[config.mk]
export PLATFORM = sky130hd
export DESIGN_NAME = write_ptr_full_logic
export DESIGN_NICKNAME = d
export VERILOG_FILES = /design/src/rtl/fifo_pkg.sv /design/src/rtl/ptr_sync_2ff.sv /design/src/rtl/write_ptr_full_logic.sv
export SDC_FILE = /design/constraint.sdc
export NUM_CORES = 1
export LEC_CHECK = 0
export CAP_MARGIN = 20
export CORE_MARGIN = 4
export CORE_UTILIZATION = 46
export CTS_CLUSTER_DIAMETER = 60
export CTS_CLUSTER_SIZE = 25
export DETAILED_ROUTE_END_ITERATION = 8
export GPL_TIMING_DRIVEN = 0
export PLACE_DENSITY_LB_ADDON = 0.08
export SKIP_LAST_GASP = 1
export SLEW_MARGIN = 30
export SYNTH_ARGS = -nofsm -noshare
export SYNTH_HDL_FRONTEND = slang
export SYNTH_SLANG_ARGS = --single-unit
[constraint.sdc]
create_clock -name wclk -period 5.3 [get_ports wclk]
set_input_delay 0.795 -clock wclk [delete_from_list [all_inputs] [get_ports wclk]]
set_output_delay 0.795 -clock wclk [all_outputs]
set_load 0.02 [all_outputs]
[src/rtl/fifo_pkg.sv]
// Shared async-FIFO helpers: pointer width, depth and Gray-code conversion.
// Used by both the write-side and read-side pointer blocks.
package fifo_pkg;

    function automatic int pw_of(input int address);
        return address + 2;
    endfunction

    function automatic int depth_of(input int address);
        return 1 << (address + 1);
    endfunction

    function automatic logic [31:0] bin2gray(input logic [31:0] b);
        return b ^ (b >> 1);
    endfunction

    function automatic logic [31:0] gray2bin(input logic [31:0] g);
        logic [31:0] b;
        b[31] = g[31];
        for (int i = 30; i >= 0; i--) begin
            b[i] = b[i+1] ^ g[i];
        end
        return b;
    endfunction

endpackage

[src/rtl/ptr_sync_2ff.sv]
// Two-flop synchroniser for a Gray-coded pointer crossing clock domains.
// Synchronous active-high reset clears both stages.
module ptr_sync_2ff #(
    parameter int W = 4
) (
    input  logic         clk,
    input  logic         rst,
    input  logic [W-1:0] d,
    output logic [W-1:0] q
);

    logic [W-1:0] q1;

    // Two-stage capture; only the second stage is safe to consume.
    always_ff @(posedge clk) begin
        if (rst) begin
            q1 <= '0;
            q  <= '0;
        end else begin
            q1 <= d;
            q  <= q1;
        end
    end

endmodule

[src/rtl/write_ptr_full_logic.sv]
// Write-side pointer, full flag and overflow tracking for the async FIFO.
// Optional WR_ALMOST_FULL_EN adds a registered almost_full flag.
module write_ptr_full_logic
    import fifo_pkg::*;
#(
    parameter int address   = 2,
    parameter int AF_THRESH = 6
) (
    input  logic               wclk,
    input  logic               w_rst,
    input  logic               w_en,
    input  logic [address+1:0] read_ptr_gray,
    output logic [address+1:0] write_ptr,
    output logic [address+1:0] write_ptr_gray,
    output logic [address:0]   waddr,
    output logic               wr_fire,
    output logic               full,
    output logic               overflow,
    output logic               almost_full
);

    localparam int PW    = pw_of(address);
    localparam int DEPTH = depth_of(address);

    if (AF_THRESH < 1 || AF_THRESH > DEPTH) begin : g_bad_thresh
        $error("AF_THRESH must lie in 1..DEPTH");
    end

    logic [PW-1:0] rq2;
    logic [PW-1:0] wbin_next;
    logic [PW-1:0] wgray_next;
    logic [PW-1:0] full_cmp;

    ptr_sync_2ff #(.W(PW)) u_rsync (
        .clk (wclk),
        .rst (w_rst),
        .d   (read_ptr_gray),
        .q   (rq2)
    );

    // The memory must never see a write strobe while the block is in reset.
    assign wr_fire    = w_en & ~full & ~w_rst;
    assign wbin_next  = write_ptr + PW'(wr_fire);
    assign wgray_next = PW'(bin2gray(32'(wbin_next)));
    assign full_cmp   = {~rq2[PW-1:PW-2], rq2[PW-3:0]};
    assign waddr      = write_ptr[address:0];

    // Pointer registers, pessimistic full flag and sticky overflow.
    always_ff @(posedge wclk) begin
        if (w_rst) begin
            write_ptr      <= '0;
            write_ptr_gray <= '0;
            full           <= 1'b0;
            overflow       <= 1'b0;
        end else begin
            write_ptr      <= wbin_next;
            write_ptr_gray <= wgray_next;
            full           <= (wgray_next == full_cmp);
            if (w_en && full) begin
                overflow <= 1'b1;
            end
        end
    end

`ifdef WR_ALMOST_FULL_EN
    logic [PW-1:0] rbin;
    logic [PW-1:0] level_next;

    assign rbin       = PW'(gray2bin(32'(rq2)));
    assign level_next = wbin_next - rbin;

    // Fill level against the synchronised read pointer, so it lags like full.
    always_ff @(posedge wclk) begin
        if (w_rst) begin
            almost_full <= 1'b0;
        end else begin
            almost_full <= (level_next >= PW'(AF_THRESH));
        end
    end
`else
    assign almost_full = 1'b0;
`endif

endmodule

Word-level counts from Yosys, hierarchy flattened:

Cells that the tools add are included.

* equality and inequality tests: 1
* reduce and logical (&&, ||, !) cells: 1
* add/sub/neg operators: 1
* bitwise gates (word level): 6

Operators with widths (number)
* $add 4x1->4: 1
* $eq 4x4->1: 1
* $xor 4x3->4: 1
* $and 1x1->1: 2
* $not 1->1: 2
* $not 2->2: 1
* $logic_and 1x1->1: 1

* logic and storage cells: 15
* register bits after elaboration: 18

Longest topological paths before layout:

Gate-level depths: netlist (run 1).

* depth after elaboration: 6
* mapped depth: 7
* depth with buffers taken out: 6

By module:

Synthesis (run 1) repeated with hierarchy kept, for this count alone.

* cell total of the unflattened synthesis: 59
* area, all modules: 674.4 um^2

Modules (own cells, without submodules)
* write_ptr_full_logic: instances 1, area an instance 464.2 um^2, cells an instance 43, seq. area each 180.2 um^2
* ptr_sync_2ff: instances 1, area an instance 210.2 um^2, cells an instance 16, seq. area each 160.2 um^2

Worst setup path after synthesis (run 1):

OpenSTA, ideal clock, no wires.

* kind: input to register
* from: input port w_rst
* to: register full
* buffers on the path: 1
* setup slack: 2289 ps
* data arrival time: 2919 ps
* cell stages on the path: 7
* data required time: 5208 ps
* path through: clkbuf_1 > nor3b_1 > ha_1 > ha_1 > xnor3_1 > xnor2_1 > nor4_1

* longest elaborated chain between the ends: 5

Ends and longest elaborated chain
* start: declaration: RTL line write_ptr_full_logic.sv:10 `input logic w_rst,`
* $not 1->1: RTL line write_ptr_full_logic.sv:42 `assign wr_fire = w_en & ~full & ~w_rst;`
* $and 1x1->1: RTL line write_ptr_full_logic.sv:42
* net wr_fire: RTL line write_ptr_full_logic.sv:16 `output logic wr_fire,`
* $add 4x1->4: RTL line write_ptr_full_logic.sv:43 `assign wbin_next = write_ptr + PW'(wr_fire);`
* $xor 4x3->4: RTL line fifo_pkg.sv:14 `return b ^ (b >> 1);`
* $eq 4x4->1: RTL line write_ptr_full_logic.sv:58 `full <= (wgray_next == full_cmp);`
* end signal: assignment: RTL line write_ptr_full_logic.sv:58
* end: declaration: RTL line write_ptr_full_logic.sv:17 `output logic full,`

The timed path passes the listed nets, and every way through them passes these cells.
A chain may end at the register's enable or synchronous reset.

Worst setup path after layout (run 1):

* from: input port w_rst
* to: output port wr_fire

* longest elaborated chain between the ends: 2

Ends and longest elaborated chain (RTL line)
* $not 1->1: write_ptr_full_logic.sv:42
* $and 1x1->1: write_ptr_full_logic.sv:42
* end: declaration: write_ptr_full_logic.sv:16

No other way between the ends.

==> flow_summary.ini, run 1 <==
[finish]
final_nets = 93
final_cell_mix = clkdlybuf4s50_1, dfxtp_1, nor2b_1, xnor2_1, nor2_1
n_antenna_cell = 0
multi_input_area_sq_um = 300
n_fill_cell = 105
drive_gt1_share_pct = 10.8
area_growth_pct = 36.0
final_common_cell = clkdlybuf4s50_1
regArea_sq_um = 340

[timing]
finalSetupViolCount = 0
post-route-period-util_pct = 64.7
finalCriticalPeriod_ns = 3.43
rsz0062_at_grt = false
fmax_mhz = 291
fin_setup_tns_ns = 0
clock_skew_ns = 0.00255
maxSlewViolCount = 0
finalHoldViolCount = 0

[routing]
drt_first_pass_iters = 1
vias = 431
drt-wirelength-per-cell_um = 10.0
wl_um = 983
viasPerCell = 4.40
ant_nets = 0
drcViolationCount = 0
drtIter0Drc = 0

[yosys]
synthXorXnorAreaFrac_pct = 20.2
yosys_register_bits = 17
synth_warnings = 0
yosys.area_share.simple_pct = 16.1
synth_top_family_by_area = XOR/XNOR gates
synth_mux_area_share_pct = 0
synth_nets = 68
syn_inst = 59
synthAdderAreaFrac_pct = 3.67
synth_compound_area_share_pct = 3.49
syn_area_per_cell_sq_um = 11.6
ys_seq_area_share_pct = 49.9
syn_area_sq_um = 682
synthDistinctLibCells = 16

[placement]
io_buffer_count = 20
gp_congestion = 0.643

[global_route]
antenna_found_initial = 0
grt_max_degree = 11
grtUsageTotal_pct = 11.0
grt_pass1_vias = 397
grt_pass1_wl_mm = 1.57
gr-total-overflow = 0

[die]
initial_core_util_pct = 50.5
die_area_sq_um = 2160
ios = 22
die_w_um = 46.5
fp.dieH_um = 46.5
core_area_sq_um = 1350
core.rowCount = 13

[power_and_ir_drop]
vdd_drop_max_v = 0.000188
power.leakage_nw = 0.372
power_mw = 0.238
p_per_area_nw_per_um2 = 257

[clock_network]
holdBufCountCts = 0
cts_buffers = 3
ctsHtreeMaxLevel = 1
cts_root_buf = clkbuf_4
cts_tree = done
clock_path_buffers = 2
cts_setup_buffers = 0
clock_latency_ns = 0.29
ctsResizeCount = 0
clkTransAtPathRegs_ns = 0.09
cts_sinks = 17

[status]
status = finished clean

[worst_setup_path]
start_kind = input port
worstPathArrival_ns = 2.64
critPathMaxFanout = 10
critical_path_class = input port to output pin
end_kind = output pin
cp.required_ns = 4.51

[run]
drv_cap = 0

[min_path]
hp-class = flop to flop
-- logic make-up (layout without fill, tap and decap cells) --
family,after synthesis,in the layout
xor+xnor,11,11
fa+ha+maj,2,2
buf+inv,6,30
compound gates,2,2
other cells,1,1
simple gates,20,20
flops,17,17
-- registers in the layout, indices dropped and copies added (netlist names) --
register and count:
full 1, overflow 1, u_rsync.q 4, u_rsync.q1 4, write_ptr 4, write_ptr_gray 3
-- Yosys cell counts --
cell      instances  area, sq um
a21boi_4          1         18.8
a21oi_1           1         5.00
buf_4             5         37.5
clkbuf_1          1         3.75
conb_1            1         3.75
dfxtp_1          17          340
ha_1              2         25.0
nand2b_1          1         6.26
nand3_1           1         5.00
nor2_1            6         22.5
nor2b_1          10         62.6
nor3b_1           1         7.51
nor4_1            1         6.26
xnor2_1           6         52.6
xnor3_1           3         67.6
xor2_1            2         17.5
-- per-layer routing --
layer | routed length, um | global-route usage, % | share of wire, %
met1 | 401 | 10.6 | 41
met2 | 435 | 18.1 | 44
met3 | 130 | 7.03 | 13
met4 | 16 | 5.11 | 1.6
met5 | 0 | 0 | 0
-- cell type report --
type	count	area share (%)
flip-flops and latches	17	36.7
multi-input cells	36	32.4
repair buffers	20	21.6
plain buffers	6	4.45
clock buffers	4	2.83
well taps	15	2.02
-- per-stage QoR --
step / area [sq um] / std cells / utilization, % / worst slack [ns] / hold WS [ns]
after floorplan: 682 / 59 / - / 2.29 / 0.414
after global placement: 901 / 94 / 66.7 / 1.82 / 0.417
after detailed placement: 901 / 94 / 66.7 / 1.81 / 0.427
after CTS: 927 / 98 / 68.7 / 1.85 / 0.450
after global routing: 927 / 98 / 68.7 / 1.80 / 0.459
final: 927 / 98 / 68.7 / 1.87 / 0.443
-- critical path: stages --
cell             delay, ns
clkdlybuf4s50_1       0.56
clkbuf_1              0.30
nor3b_1               0.31
clkdlybuf4s50_1       0.66
-- worst paths after layout --
check | from | endpoint | slack [ns] | depth (start not counted)
setup / recovery | w_rst | wr_fire | 1.87 | 4
hold / removal | u_rsync.q1[1] | u_rsync.q[1] | 0.44 | 1
setup reg to reg | full | full | 3.21 | 6
hold reg to reg | u_rsync.q1[1] | u_rsync.q[1] | 0.44 | 1
-- where the power goes --
part	internal [mW]	total, mW	leakage (nW)	switching, mW
combinational	0.0214	0.0357	0.218	0.0143
clock	0.0293	0.0675	0.0150	0.0382
sequential	0.133	0.135	0.139	0.00208
(Power assumes the default switching activity.)
==> inputs of run 2 (changes only) <==
--- a/config.mk
+++ b/config.mk
@@ -7,7 +7,7 @@
 export LEC_CHECK = 0
 export CAP_MARGIN = 20
 export CORE_MARGIN = 4
-export CORE_UTILIZATION = 46
+export CORE_UTILIZATION = 43
 export CTS_CLUSTER_DIAMETER = 60
 export CTS_CLUSTER_SIZE = 25
 export DETAILED_ROUTE_END_ITERATION = 8
==> constraint.sdc (replaced) <==
create_clock -name wclk -period 3.52 [get_ports wclk]
set_input_delay 0.528 -clock wclk [delete_from_list [all_inputs] [get_ports wclk]]
set_output_delay 0.528 -clock wclk [all_outputs]
set_load 0.02 [all_outputs]
==> run 2 against run 1 <==
Net effect: total power up 52%; count of clock-buffer cells in the layout is 1 lower; routed wire length up 5.8%; critical endpoint unchanged; critical path depth did not move; die area rose by 5.8%; sequential share of layout area is 0.099 points lower; highest routed layer unchanged; sequential power is 50% higher; largest power group unchanged; final cell count is 1.0% higher; combinational power rose by 52%.
==> flow_summary.ini, run 2 (same netlist as run 1, synthesis figures left out) <==
[power_and_ir_drop]
vdd_drop_max_v = 0.000235
p_per_area_nw_per_um2 = 390
power_mw = 0.363
power.leakage_nw = 0.375

[finish]
drive_gt1_share_pct = 12.0
largestRegisters = u_rsync.q1: 4 flops, u_rsync.q: 4 flops, write_ptr: 4 flops
final_nets = 93
regArea_sq_um = 340
n_fill_cell = 131
area_growth_pct = 36.3
final_common_cell = clkdlybuf4s50_1
n_antenna_cell = 0
instances_no_fill = 99
final_cell_mix = clkdlybuf4s50_1, dfxtp_1, nor2b_1, xnor2_1, nor2_1
multi_input_area_sq_um = 300

[worst_setup_path]
start_kind = input port
worstPathArrival_ns = 2.38
cp_cell_sequence = clkdlybuf4s50_1 > clkbuf_1 > nor3b_1 > clkdlybuf4s50_1
end_kind = output pin
critical_path_class = input port to output pin
cp_common_cell = clkdlybuf4s50_1
cp.required_ns = 2.99
critPathMaxFanout = 10
r2r_slack_ns = 1.46
slowest_stage = clkdlybuf4s50_1
r2r_cells = 6
max_stage_delay_ns = 0.66

[die]
core_area_sq_um = 1510
fp.dieH_um = 47.8
initial_core_util_pct = 45.3
die_w_um = 47.8
core.rowCount = 14
ios = 22
die_area_sq_um = 2290

[clock_network]
ctsHtreeMaxLevel = 1
cts_sinks = 17
ctsResizeCount = 0
clkTransAtPathRegs_ns = 0.10
cts_tree = done
holdBufCountCts = 0
cts_setup_buffers = 0
cts_buffers = 3
clock_latency_ns = 0.29
cts_root_buf = clkbuf_4
clock_path_buffers = 2

[global_route]
grtUsageTotal_pct = 10.5
grt_pass1_wl_mm = 1.57
grt_max_degree = 11
antenna_found_initial = 0
grt_pass1_vias = 359
gr-total-overflow = 0

[placement]
placed_cells = 95
gp_congestion = 0.636
io_buffer_count = 20

[routing]
vias = 432
drcViolationCount = 0
drt_first_pass_iters = 3
drtIter0Drc = 2
drt-wirelength-per-cell_um = 10.5
wl_mm = 1.04
ant_nets = 0
viasPerCell = 4.36

[run]
drv_cap = 0

[timing]
fin_setup_tns_ns = 0
rsz0062_at_grt = false
finalHoldViolCount = 0
clock_skew_ns = 0.00835
post-route-period-util_pct = 82.5
finalSetupViolCount = 0
maxSlewViolCount = 0
finalCriticalPeriod_ns = 2.90
fmax_mhz = 344

[min_path]
hp-class = flop to flop
holdPathStages = 1

[status]
status = finished clean
==> run 2: cell type report <==
cell class,count,share of cell area [%]
clock inverter,1,0.538
multi-input combinational,36,32.3
clock buffer,3,2.42
tap,16,2.15
timing repair buffer,20,21.5
sequential,17,36.6
buffer,6,4.44
==> run 2: through the flow <==
| stage | hold WS, ns | util [%] | worst slack, ns | cell area (sq um) |
|---|---|---|---|---|
| floorplan | 0.414 | - | 0.776 | 682 |
| global placement | 0.418 | 59.9 | 0.266 | 902 |
| detailed placement | 0.428 | 59.9 | 0.299 | 902 |
| CTS | 0.452 | 61.7 | 0.570 | 930 |
| global route | 0.460 | 61.7 | 0.366 | 930 |
| finish | 0.450 | 61.7 | 0.615 | 930 |
==> run 2: worst max-delay path, delay by kind of cell <==
| family | cells | cell delay [ns] |
|---|---|---|
| and+or+nand+nor | 1 | 0.32 |
| buffers and inverters | 3 | 1.52 |
==> run 2: power breakdown <==
group	total (mW)	switching [mW]	internal (mW)
clock	0.106	0.0634	0.0422
combinational	0.0541	0.0219	0.0322
sequential	0.203	0.00316	0.200
==> run 2: per-layer routing <==
metal  global-route usage [%]  wire length (um)  part of all wire, %  up-vias
met3                     2.26                99                  9.5        2
met5                        0                 0                    0        -
met1                     11.5               461                   44      183
met2                     16.6               467                   45       17
li1                         -                 -                    -      230
met4                     9.68                12                  1.2        0
==> run 2: path summary, 6_finish.rpt <==
path                        to           from
hold / removal    u_rsync.q[3]  u_rsync.q1[3]
setup reg to reg          full           full
setup / recovery       wr_fire          w_rst
hold reg to reg   u_rsync.q[3]  u_rsync.q1[3]
==> inputs of run 3 (changes only) <==
--- a/config.mk
+++ b/config.mk
@@ -7,7 +7,7 @@
 export LEC_CHECK = 0
 export CAP_MARGIN = 20
 export CORE_MARGIN = 4
-export CORE_UTILIZATION = 43
+export CORE_UTILIZATION = 39
 export CTS_CLUSTER_DIAMETER = 60
 export CTS_CLUSTER_SIZE = 25
 export DETAILED_ROUTE_END_ITERATION = 8
==> constraint.sdc (replaced) <==
create_clock -name wclk -period 2.63 [get_ports wclk]
set_input_delay 0.3945 -clock wclk [delete_from_list [all_inputs] [get_ports wclk]]
set_output_delay 0.3945 -clock wclk [all_outputs]
set_load 0.02 [all_outputs]
==> run 3 against run 2 <==
Net effect: combinational power rose by 36%; sequential share of layout area fell by 0.20 points; total power rose by 33%; via count rose by 4.6%; die area rose by 8.5%; count of clock-buffer cells in the layout did not move; routed wire length fell by 5.2%; hold slack got worse by 0.0039 ns.
==> flow_summary.ini, run 3 (same netlist as run 1, synthesis figures left out) <==
[status]
status = finished clean

[worst_setup_path]
cp.required_ns = 2.82
critPathMaxFanout = 10
critPathTopFamily = XOR/XNOR gates
timing.rr.start = full
r2r_slack_ns = 0.56
worstPathArrival_ns = 2.59
cp_cell_sequence = dlygate4sd2_1 > clkbuf_4 > nor3b_1 > ha_2 > ha_1 > xnor3_1 > xnor2_1 > nor4_1
r2r_cells = 6
cp.depth = 8
critical_path_class = input port to flop
end_kind = flop
r2r_end = full
startpoint = w_rst
start_kind = input port
worstSetupEndpoint = full
slowest_stage = xnor3_1
max_stage_delay_ns = 0.46
crit_buf_inv = 2

[routing]
ant_nets = 0
wl_um = 986
drt-wirelength-per-cell_um = 9.96
vias = 452
drcViolationCount = 0
drt_first_pass_iters = 2
drtIter0Drc = 1
viasPerCell = 4.57

[timing]
rsz0062_at_grt = false
clock_skew_ns = 0.00140
post-route-period-util_pct = 91.3
fmax_mhz = 416
fin_setup_tns_ns = 0
finalSetupViolCount = 0
finalCriticalPeriod_ns = 2.40
finalHoldViolCount = 0
maxSlewViolCount = 0

[clock_network]
clock_latency_ns = 0.28
ctsHtreeMaxLevel = 1
cts_tree = done
clock_path_buffers = 2
holdBufCountCts = 0
cts_root_buf = clkbuf_4
clkTransAtPathRegs_ns = 0.09
cts_sinks = 17
cts_buffers = 3

[finish]
n_antenna_cell = 0
area_growth_pct = 37.1
final_nets = 93
drive_gt1_share_pct = 14.5
final_cell_mix = clkdlybuf4s50_1, dfxtp_1, nor2b_1, xnor2_1, nor2_1
largestRegisters = u_rsync.q1: 4 flops, u_rsync.q: 4 flops, write_ptr: 4 flops
post-route-util_pct = 59.3
final_common_cell = clkdlybuf4s50_1
final_area_sq_um = 935
instances_no_fill = 99

[global_route]
met2_usage_pct = 16.1
grt_pass1_vias = 407
grt_pass1_wl_mm = 1.68
met3_usage_pct = 5.42
grtUsageTotal_pct = 9.02
gr-usage-met1_pct = 8.50
grt_max_degree = 11
grt-busiest-layer = met2
antenna_found_initial = 0
gr-total-overflow = 0

[placement]
place_area_sq_um = 902
gp_congestion = 0.673
hpwlAfterDp_um = 751
placed_cells = 95
io_buffer_count = 20

[run]
drv_cap = 0

[die]
fp.dieH_um = 49.8
initial_core_util_pct = 43.3
core_area_sq_um = 1580
die_area_sq_um = 2480
core.rowCount = 14
die_w_um = 49.8
ios = 22

[power_and_ir_drop]
p_per_area_nw_per_um2 = 515
power_mw = 0.481
vdd_drop_max_v = 0.000443
power.leakage_nw = 0.377

[min_path]
hp-class = flop to flop
run 3: worst register-to-register path: cells and delay by family, from the launching register on:
family                     cells  cell delay, ns
DFF                            1            0.33
adders and majority gates      2            0.53
xor gates and xnor gates       2            0.61
and+or+nand+nor                2            0.52
run 3: routing by layer:
layer	vias to the layer above	routed length, um	part of all wire (%)
li1	229	-	-
met1	202	398	40
met2	19	464	47
met3	2	106	11
met4	0	17	1.7
met5	-	0	0
run 3: area by class of cell:
class                   instances  area (sq um)
multi-input cells              36           303
well taps                      16          20.0
clock buffers                   3          22.5
fillers                       150           642
repair buffers                 20           199
flip-flops and latches         17           340
clock inverters                 1          5.00
plain buffers                   6          45.0
run 3: worst min path at each step:
| stage | start | end | slack (ns) | cells past startpoint |
|---|---|---|---|---|
| floorplan | u_rsync.q1[0] | u_rsync.q[0] | 0.41 | 1 |
| global placement | u_rsync.q1[3] | u_rsync.q[3] | 0.42 | 1 |
| detailed placement | u_rsync.q1[2] | u_rsync.q[2] | 0.43 | 1 |
| CTS | u_rsync.q1[2] | u_rsync.q[2] | 0.45 | 1 |
| global route | u_rsync.q1[1] | u_rsync.q[1] | 0.47 | 1 |
| finish | u_rsync.q1[1] | u_rsync.q[1] | 0.45 | 1 |
run 3: through the flow:
step                hold slack [ns]  worst slack (ns)
finish                        0.447             0.228
global placement              0.417            -0.490
global route                  0.472            0.0346
floorplan                     0.414            0.0199
detailed placement            0.425            -0.480
CTS                           0.449             0.198
run 3: what timing repair did:
| action | in CTS | in global routing |
|---|---|---|
| endpoints found under the setup margin | 2 | 0 |
| buffers inserted | 0 | 0 |
| gates resized for setup | 4 | 0 |
run 3: power by group:
part	switching [mW]	internal [mW]	leakage, nW
Combinational	0.0299	0.0438	0.220
Sequential	0.00432	0.268	0.139
Clock	0.0788	0.0565	0.0177
